$ cat src/rtl/sram_access_arbiter.sv
// sram_access_arbiter
// Arbitrates the single async SRAM between the audio recorder (writes) and the
// audio player (reads). One access at a time, each held for a fixed number of
// cycles, always separated from the next by at least one idle turnaround cycle.
// Every output comes straight from a register.

module sram_access_arbiter #(
  parameter int ADDR_W    = 20,
  parameter int DATA_W    = 16,
  parameter int WR_CYCLES = 2,
  parameter int RD_CYCLES = 2,
  parameter int PRIO_WR   = 0
) (
  input  logic              i_clk,
  input  logic              i_rst_n,
  input  logic              i_wr_req,
  input  logic [ADDR_W-1:0] i_wr_addr,
  input  logic [DATA_W-1:0] i_wr_data,
  output logic              o_wr_ack,
  input  logic              i_rd_req,
  input  logic [ADDR_W-1:0] i_rd_addr,
  output logic [DATA_W-1:0] o_rd_data,
  output logic              o_rd_valid,
  output logic              o_busy,
  output logic [ADDR_W-1:0] o_sram_addr,
  output logic [DATA_W-1:0] o_sram_dq,
  output logic              o_sram_dq_oe,
  input  logic [DATA_W-1:0] i_sram_dq,
  output logic              o_sram_ce_n,
  output logic              o_sram_oe_n,
  output logic              o_sram_we_n,
  output logic              o_sram_lb_n,
  output logic              o_sram_ub_n
);

  localparam int MAX_CYC = (WR_CYCLES > RD_CYCLES) ? WR_CYCLES : RD_CYCLES;
  localparam int CNT_W   = $clog2(MAX_CYC) + 1;
  localparam logic [CNT_W-1:0] WR_LAST = CNT_W'(WR_CYCLES - 1);
  localparam logic [CNT_W-1:0] RD_LAST = CNT_W'(RD_CYCLES - 1);

  typedef enum logic [1:0] {
    IDLE = 2'd0,
    WR   = 2'd1,
    RD   = 2'd2
  } state_t;

  state_t            state, state_n;
  logic [CNT_W-1:0]  cnt, cnt_n;
  logic              last_wr, last_wr_n;
  logic [ADDR_W-1:0] sram_addr_n;
  logic [DATA_W-1:0] sram_dq_n;
  logic [DATA_W-1:0] rd_data_n;
  logic              wr_ack_n, rd_valid_n, busy_n;
  logic              ce_n_n, oe_n_n, we_n_n, lb_n_n, ub_n_n, dq_oe_n;
  logic              grant_wr, grant_rd;

  // Tie-break: a lone request wins outright; on a tie the write wins when
  // writes have priority, otherwise whichever side was not served last.
  always_comb begin
    grant_wr = i_wr_req && (!i_rd_req || (PRIO_WR != 0) || !last_wr);
    grant_rd = i_rd_req && !grant_wr;
  end

  // Next state and next registered outputs; idle strobes are the default so
  // any access ends by releasing the bus.
  always_comb begin
    state_n     = state;
    cnt_n       = cnt;
    last_wr_n   = last_wr;
    sram_addr_n = o_sram_addr;
    sram_dq_n   = o_sram_dq;
    rd_data_n   = o_rd_data;
    wr_ack_n    = 1'b0;
    rd_valid_n  = 1'b0;
    ce_n_n      = 1'b1;
    oe_n_n      = 1'b1;
    we_n_n      = 1'b1;
    lb_n_n      = 1'b1;
    ub_n_n      = 1'b1;
    dq_oe_n     = 1'b0;
    case (state)
      IDLE: begin
        if (grant_wr) begin
          state_n     = WR;
          cnt_n       = '0;
          last_wr_n   = 1'b1;
          sram_addr_n = i_wr_addr;
          sram_dq_n   = i_wr_data;
          ce_n_n      = 1'b0;
          we_n_n      = 1'b0;
          lb_n_n      = 1'b0;
          ub_n_n      = 1'b0;
          dq_oe_n     = 1'b1;
          wr_ack_n    = (WR_CYCLES == 1);
        end else if (grant_rd) begin
          state_n     = RD;
          cnt_n       = '0;
          last_wr_n   = 1'b0;
          sram_addr_n = i_rd_addr;
          ce_n_n      = 1'b0;
          oe_n_n      = 1'b0;
          lb_n_n      = 1'b0;
          ub_n_n      = 1'b0;
        end
      end
      WR: begin
        if (cnt == WR_LAST) begin
          state_n = IDLE;
        end else begin
          cnt_n    = cnt + 1'b1;
          ce_n_n   = 1'b0;
          we_n_n   = 1'b0;
          lb_n_n   = 1'b0;
          ub_n_n   = 1'b0;
          dq_oe_n  = 1'b1;
          wr_ack_n = ((cnt + 1'b1) == WR_LAST);
        end
      end
      RD: begin
        if (cnt == RD_LAST) begin
          state_n    = IDLE;
          rd_data_n  = i_sram_dq;
          rd_valid_n = 1'b1;
        end else begin
          cnt_n  = cnt + 1'b1;
          ce_n_n = 1'b0;
          oe_n_n = 1'b0;
          lb_n_n = 1'b0;
          ub_n_n = 1'b0;
        end
      end
      default: begin
        state_n = IDLE;
      end
    endcase
    busy_n = (state_n != IDLE);
  end

  // State and output registers with synchronous active-low reset; a reset
  // during an access simply drops it, so no ack or valid follows.
  always_ff @(posedge i_clk) begin
    if (!i_rst_n) begin
      state        <= IDLE;
      cnt          <= '0;
      last_wr      <= 1'b0;
      o_sram_addr  <= '0;
      o_sram_dq    <= '0;
      o_rd_data    <= '0;
      o_wr_ack     <= 1'b0;
      o_rd_valid   <= 1'b0;
      o_busy       <= 1'b0;
      o_sram_ce_n  <= 1'b1;
      o_sram_oe_n  <= 1'b1;
      o_sram_we_n  <= 1'b1;
      o_sram_lb_n  <= 1'b1;
      o_sram_ub_n  <= 1'b1;
      o_sram_dq_oe <= 1'b0;
    end else begin
      state        <= state_n;
      cnt          <= cnt_n;
      last_wr      <= last_wr_n;
      o_sram_addr  <= sram_addr_n;
      o_sram_dq    <= sram_dq_n;
      o_rd_data    <= rd_data_n;
      o_wr_ack     <= wr_ack_n;
      o_rd_valid   <= rd_valid_n;
      o_busy       <= busy_n;
      o_sram_ce_n  <= ce_n_n;
      o_sram_oe_n  <= oe_n_n;
      o_sram_we_n  <= we_n_n;
      o_sram_lb_n  <= lb_n_n;
      o_sram_ub_n  <= ub_n_n;
      o_sram_dq_oe <= dq_oe_n;
    end
  end

endmodule

$ cat config.mk
export PLATFORM = sky130hd
export DESIGN_NAME = sram_access_arbiter
export DESIGN_NICKNAME = d
export VERILOG_FILES = /design/src/rtl/sram_access_arbiter.sv
export SDC_FILE = /design/constraint.sdc
export NUM_CORES = 1
export LEC_CHECK = 0
export BUFFER_PORTS_ARGS = -buffer_cell sky130_fd_sc_hd__buf_2
export CAP_MARGIN = 0
export CORE_ASPECT_RATIO = 0.7
export CORE_UTILIZATION = 40
export CTS_CLUSTER_DIAMETER = 120
export DETAILED_ROUTE_END_ITERATION = 8
export PLACE_DENSITY = 0.84
export SETUP_SLACK_MARGIN = 0.5
export SLEW_MARGIN = 10
export SYNTH_ARGS = -nofsm -noshare
export SYNTH_HDL_FRONTEND = slang
export SYNTH_SLANG_ARGS = --single-unit
$ cat constraint.sdc
create_clock -name i_clk -period 1.3 [get_ports i_clk]
set_input_delay 0.195 -clock i_clk [delete_from_list [all_inputs] [get_ports i_clk]]
set_output_delay 0.195 -clock i_clk [all_outputs]
set_load 0.02 [all_outputs]
==> impl_metrics.json, run 1 <==
{
  "syn_to_final_growth_pct": 74.5,
  "power.leakage_nw": 2.08,
  "netlist_top_cells_area": "dfxtp_1 (51%), nand2_1 (12%), mux2i_1 (6.3%), a22o_1 (5.5%), a31oi_1 (4.9%)",
  "drc": 0,
  "synthAdderAreaFrac_pct": 2.97,
  "regArea_um2": 1370,
  "hold_path_startpoint": "i_sram_dq[4]",
  "cts_max_path_buffers": 2,
  "crit_type": "flop to flop",
  "reg2regPathDepth": 5,
  "whs_endpoint": "o_rd_data[4]",
  "maxCapViolCount": 0,
  "drt_iter0_markers": 102,
  "finalHoldViolCount": 0,
  "clk_latency_ns": 0.35,
  "grt_max_degree": 26,
  "start_util_pct": 42.9,
  "num-fill-cells": 373,
  "antennaDiodeCount": 0,
  "timing.rr.end": "cnt[0]",
  "worst_slew_pin_slew_ns": 0.309,
  "clk_pin_slew_ns": 0.08,
  "setup_viol": 1,
  "synth_xor_area_share_pct": 0,
  "finalCritPeriodShare_pct": 101,
  "grt.total_usage_pct": 23.9,
  "num_vias": 2727,
  "die_y_um": 68.6,
  "hpwl_um": 4510,
  "r2r_slack_ns": -0.01,
  "fin_util_pct": 74.9,
  "slew_viol_final": 0,
  "synthesis.nets": 362,
  "die_x_um": 97.1,
  "final.setup.worst_slack_ns": -0.0111,
  "multi_input_area_um2": 1260,
  "place.port_buffers": 136,
  "final_nets": 527,
  "end_kind": "flop",
  "synth.largest_area_cell": "dfxtp_1",
  "power.density_nw_per_um2": 1310,
  "synth_compound_area_share_pct": 19.9,
  "cts_tree": "done",
  "wl_per_cell_um": 15.8,
  "synth-warning-count": 0,
  "netlist.area_leader.share_pct": 50.6,
  "clock.fmax_mhz": 763,
  "violations": "negative setup slack",
  "synth-simple-area-share_pct": 14.3,
  "synth_top_family_by_area": "compound AO/OA/AOI/OAI gates",
  "rsz0062_at_grt": "yes",
  "viasPerCell": 5.19,
  "grt_pass1_wl_um": 12300,
  "crit-reg2reg-launch": "state[0]",
  "async_reset_ff_share_pct": 0,
  "grt_pass1_vias": 2535,
  "synth.area.mux_share_pct": 6.77,
  "holdBufCountCts": 0,
  "required_ns": 1.57,
  "clock-root-buffer": "clkbuf_8",
  "antenna_found_initial": 0,
  "worstPathArrival_ns": 1.58,
  "skew_ns": 0.0123,
  "antenna_left": 0,
  "crit_path_max_fanout": 4,
  "hold_depth": 2,
  "ys_seq_area_share_pct": 50.6,
  "synthCells": 280,
  "h-tree-depth": 3,
  "overflow": 0,
  "synth_cell_types": 30,
  "core_area_um2": 5900,
  "post-route-min-period_ns": 1.31,
  "routabilityCongestion": 0.815,
  "peakVddDrop_mv": 1.12,
  "ios": 137,
  "synth-edff-count": 0,
  "dpl_worst_slack_ns": -0.0508,
  "relSlewSlack_pct": 79.1,
  "drive_gt1_share_pct": 62.7,
  "status": "complete, but fails checks",
  "hp-class": "input pin to flop",
  "syn_area_um2": 2530,
  "startpoint_type": "flop",
  "synth_ff_type": "dfxtp_1",
  "dieArea_um2": 6660,
  "cts_sinks": 64,
  "final_common_cell": "nand2_1",
  "ys_ff_latch": 64,
  "rows": 23,
  "detail_route.first_pass.iterations": 4,
  "synth_area_per_cell_um2": 9.04,
  "final_cell_mix": "nand2_1 (78), buf_2 (75), buf_6 (68), dfxtp_2 (59), buf_4 (28)",
  "wirelength_um": 8280,
  "numCtsBuffers": 9
}
worst max-delay path by stage:
stage,start,to,slack [ns],cells after the start
2_1_floorplan,state[0],cnt[0],0.05,5
3_3_place_gp,state[0],last_wr,0.02,6
3_5_place_dp,state[0],o_sram_addr[3],-0.05,6
4_1_cts,state[0],o_sram_addr[9],0.03,5
5_1_grt,state[0],cnt[0],-0.05,5
6_report,state[0],cnt[0],-0.01,5
cells by family after synthesis:
kind of cell / Yosys count
flops: 64
simple gates: 91
buf+inv: 28
mux: 17
fa+ha+maj: 6
compound gates: 74
metal layers:
layer  global-route usage [%]  share of wire, %
met4                     7.28               1.4
met5                        0                 0
met1                     28.4                41
met2                     42.3                49
met3                     7.56               9.2
power by group:
part / internal [W] / total, W / switching [W] / leakage [nW]
registers: 0.00218 / 0.00232 / 0.000145 / 0.549
clock network: 0.000943 / 0.00176 / 0.000813 / 0.0989
logic: 0.000895 / 0.00171 / 0.000816 / 1.44
total: 0.00402 / 0.00579 / 0.00177 / 2.08
Yosys cell counts (2+ instances only):
master    number
nand2b_1       3
mux2i_1       16
dfxtp_1       64
a21boi_2       2
a21oi_1        3
a31oi_1       20
nand2_1       82
clkbuf_1       6
a22o_1        16
buf_2         12
buf_4          5
o22ai_1        2
o21ai_0       22
a21boi_0       2
inv_1          5
ha_1           6
worst max-delay path, cell delays in order (launching register included):
cell and delay [ns]:
dfxtp_4 0.38, inv_4 0.05, ha_4 0.29, inv_2 0.03
a2111o_1 0.33, o22ai_1 0.16
final cells by class:
type,instances,area share [%]
timing repair buffer,176,33.1
tap,75,2.12
sequential,64,30.9
clock inverter,6,1.53
multi-input combinational,189,28.6
clock buffer,10,3.12
inverter,5,0.538
state kept, by name, indices dropped and copies added (netlist names):
| register | cells |
|---|---|
| o_sram_oe_n | 1 |
| o_wr_ack | 1 |
| o_sram_ub_n | 1 |
| o_rd_valid | 1 |
| last_wr | 1 |
| o_sram_dq_oe | 1 |
| o_sram_addr | 20 |
| o_sram_we_n | 1 |
| o_sram_dq | 16 |
| state | 2 |
| o_busy | 1 |
| cnt | 2 |
| o_rd_data | 16 |
through the flow:
stage	power [W]	hold WS, ns	TNS, ns	cell area [µm²]	cells
after floorplan	0.00304	0.320	0	2620	280
after global placement	0.00339	0.407	0	3360	478
after detailed placement	0.00343	0.413	-0.392	3360	478
after CTS	0.00561	0.0584	0	4210	509
after global routing	0.00605	0.0546	-0.396	4420	525
final	0.00579	0.0691	-0.0111	4420	525
timing repair:
item / in CTS / in global routing
pin swaps: 3 / 7
resized for setup: 193 / 24
setup buffers: 12 / 15
endpoints found under the setup margin: 125 / 125
cloned: 3 / 1
Power figures use the tool's default switching activity.
==> inputs of run 2 (changes only) <==
Settings changed: CORE_UTILIZATION 40 to 44, PLACE_DENSITY 0.84 to 0.87.
Clock period 1.3 ns to 1.4 ns, I/O delays scaled along.
==> run 2 against run 1 <==
Against the previous run: the run now ends clean; clock-buffer cell count down 1; clock power rose by 9%; sequential share of layout area decreased by 0.63 points; flip-flop and latch count unchanged; clock skew shrank 0.0043 ns; non-clock buffer count increased by 4; first-iteration DRC count rose by 93%; setup slack improved by 0.028 ns; wire length is essentially flat; sequential power is 7% lower; fmax is 5.2% lower.
==> impl_metrics.json, run 2 (synthesis results as in run 1) <==
{
  "cts_tree": "done",
  "h-tree-depth": 3,
  "antenna_found_initial": 0,
  "startpoint_type": "flop",
  "dpl_worst_slack_ns": 0.0718,
  "wl_per_cell_um": 15.8,
  "multi_input_area_um2": 1230,
  "maxCapViolCount": 0,
  "clock.fmax_mhz": 723,
  "die_y_um": 65.5,
  "peakVddDrop_mv": 0.859,
  "finalCritPeriodShare_pct": 98.8,
  "reg_top3": "o_sram_addr x20, o_rd_data x16, o_sram_dq x16",
  "worst_slew_pin_slew_ns": 0.277,
  "cts_sinks": 64,
  "final_cell_mix": "nand2_1 (81), buf_2 (75), buf_6 (61), dfxtp_2 (58), buf_4 (32)",
  "detail_route.first_pass.iterations": 4,
  "final.setup.tns_ns": 0,
  "overflow": 0,
  "final_common_cell": "nand2_1",
  "final_nets": 530,
  "final.setup.worst_slack_ns": 0.0174,
  "hp-class": "input pin to flop",
  "p_total_w": 0.00574,
  "grt_pass1_wl_um": 12200,
  "antenna_left": 0,
  "start_util_pct": 46.9,
  "cts_max_path_buffers": 2,
  "wirelength_um": 8280,
  "post-route-min-period_ns": 1.38,
  "fin_util_pct": 83.5,
  "crit_path_max_fanout": 7,
  "place_area_um2": 3330,
  "grt_max_degree": 32,
  "grt_pass1_vias": 2552,
  "drt_iter0_markers": 197,
  "end_kind": "flop",
  "numCtsBuffers": 9,
  "worstPathArrival_ns": 1.62,
  "largest_register_ffs": 20,
  "top_register": "o_sram_addr",
  "routabilityCongestion": 0.810,
  "clk_latency_ns": 0.33,
  "holdBufCountCts": 0,
  "drive_gt1_share_pct": 62.0,
  "required_ns": 1.64,
  "grt.total_usage_pct": 26.7,
  "drc": 0,
  "die_x_um": 92.7,
  "clk_pin_slew_ns": 0.08,
  "num-fill-cells": 280,
  "place.port_buffers": 136,
  "dieArea_um2": 6060,
  "slew_viol_final": 0,
  "antennaDiodeCount": 0,
  "syn_to_final_growth_pct": 78.0,
  "skew_ns": 0.00799,
  "rsz0062_at_grt": "yes",
  "regArea_um2": 1370,
  "power.density_nw_per_um2": 1270,
  "num_vias": 2700,
  "core_area_um2": 5400,
  "viasPerCell": 5.14,
  "ios": 137,
  "status": "completed",
  "power.leakage_nw": 2.13,
  "crit_type": "flop to flop",
  "finalHoldViolCount": 0,
  "relSlewSlack_pct": 81.3,
  "postLayoutCellArea_um2": 4500,
  "hpwl_um": 4160,
  "setup_viol": 0,
  "clock-root-buffer": "clkbuf_8",
  "rows": 22
}
run 2: cell types whose count changed in the layout (fill, tap and decap cells not counted), moves of 2 or more:
| cell | before | now |
|---|---|---|
| buf_8 | 0 | 3 |
| buf_4 | 28 | 32 |
| mux2i_1 | 16 | 14 |
| buf_6 | 68 | 61 |
| a21boi_2 | 1 | 3 |
| nand2_2 | 3 | 0 |
| nand2_1 | 78 | 81 |
| mux2i_2 | 0 | 2 |
| bufinv_16 | 1 | 3 |
| buf_16 | 0 | 3 |
run 2: final cells by class:
type / instances / area share, %
clock buffers: 9 / 2.75
clock inverters: 7 / 2.67
inverters: 5 / 0.528
multi-input cells: 188 / 27.2
flip-flops and latches: 64 / 30.3
well taps: 72 / 2.00
repair buffers: 180 / 34.5
run 2: worst paths after layout:
check             slack, ns              to  cells after the start           from
setup / recovery       0.02  o_sram_addr[8]                      7       state[1]
hold / removal         0.08    o_rd_data[9]                      2   i_sram_dq[9]
setup reg to reg       0.02  o_sram_addr[8]                      7       state[1]
hold reg to reg        0.47   o_sram_dq[12]                      2  o_sram_dq[12]
run 2: stage by stage:
step | hold WS, ns | cells
floorplan | 0.335 | 280
global placement | 0.424 | 473
detailed placement | 0.428 | 473
CTS | 0.0668 | 508
global route | 0.0757 | 525
finish | 0.0798 | 525
run 2: timing repair:
item                                    in CTS  in global routing
buffers inserted                            15                 16
pin swaps                                    6                  5
hold endpoints to repair                     0                  0
gates cloned                                 4                  1
resized for setup                          188                 26
endpoints found under the setup margin     125                125
run 2: critical path, stage by stage (launching register included):
cell and delay (ns):
dfxtp_4 0.37, inv_4 0.06, ha_4 0.18, o21a_4 0.17
buf_12 0.13, clkbuf_16 0.14, o21ai_1 0.05, a31oi_1 0.19
run 2: where the power goes:
group	internal, W	switching (W)	total (W)	leakage (nW)
logic	0.000902	0.000767	0.00167	1.46
registers	0.00202	0.000139	0.00216	0.548
clock network	0.00118	0.000722	0.00191	0.119
run 2: layer usage:
| metal | part of all wire (%) | vias to the layer above | GRT usage [%] |
|---|---|---|---|
| met5 | 0 | - | 0 |
| met4 | 0.85 | 0 | 7.31 |
| met3 | 7.5 | 8 | 8.68 |
| met2 | 48 | 137 | 44.6 |
| met1 | 44 | 1248 | 33.3 |
| li1 | - | 1307 | - |
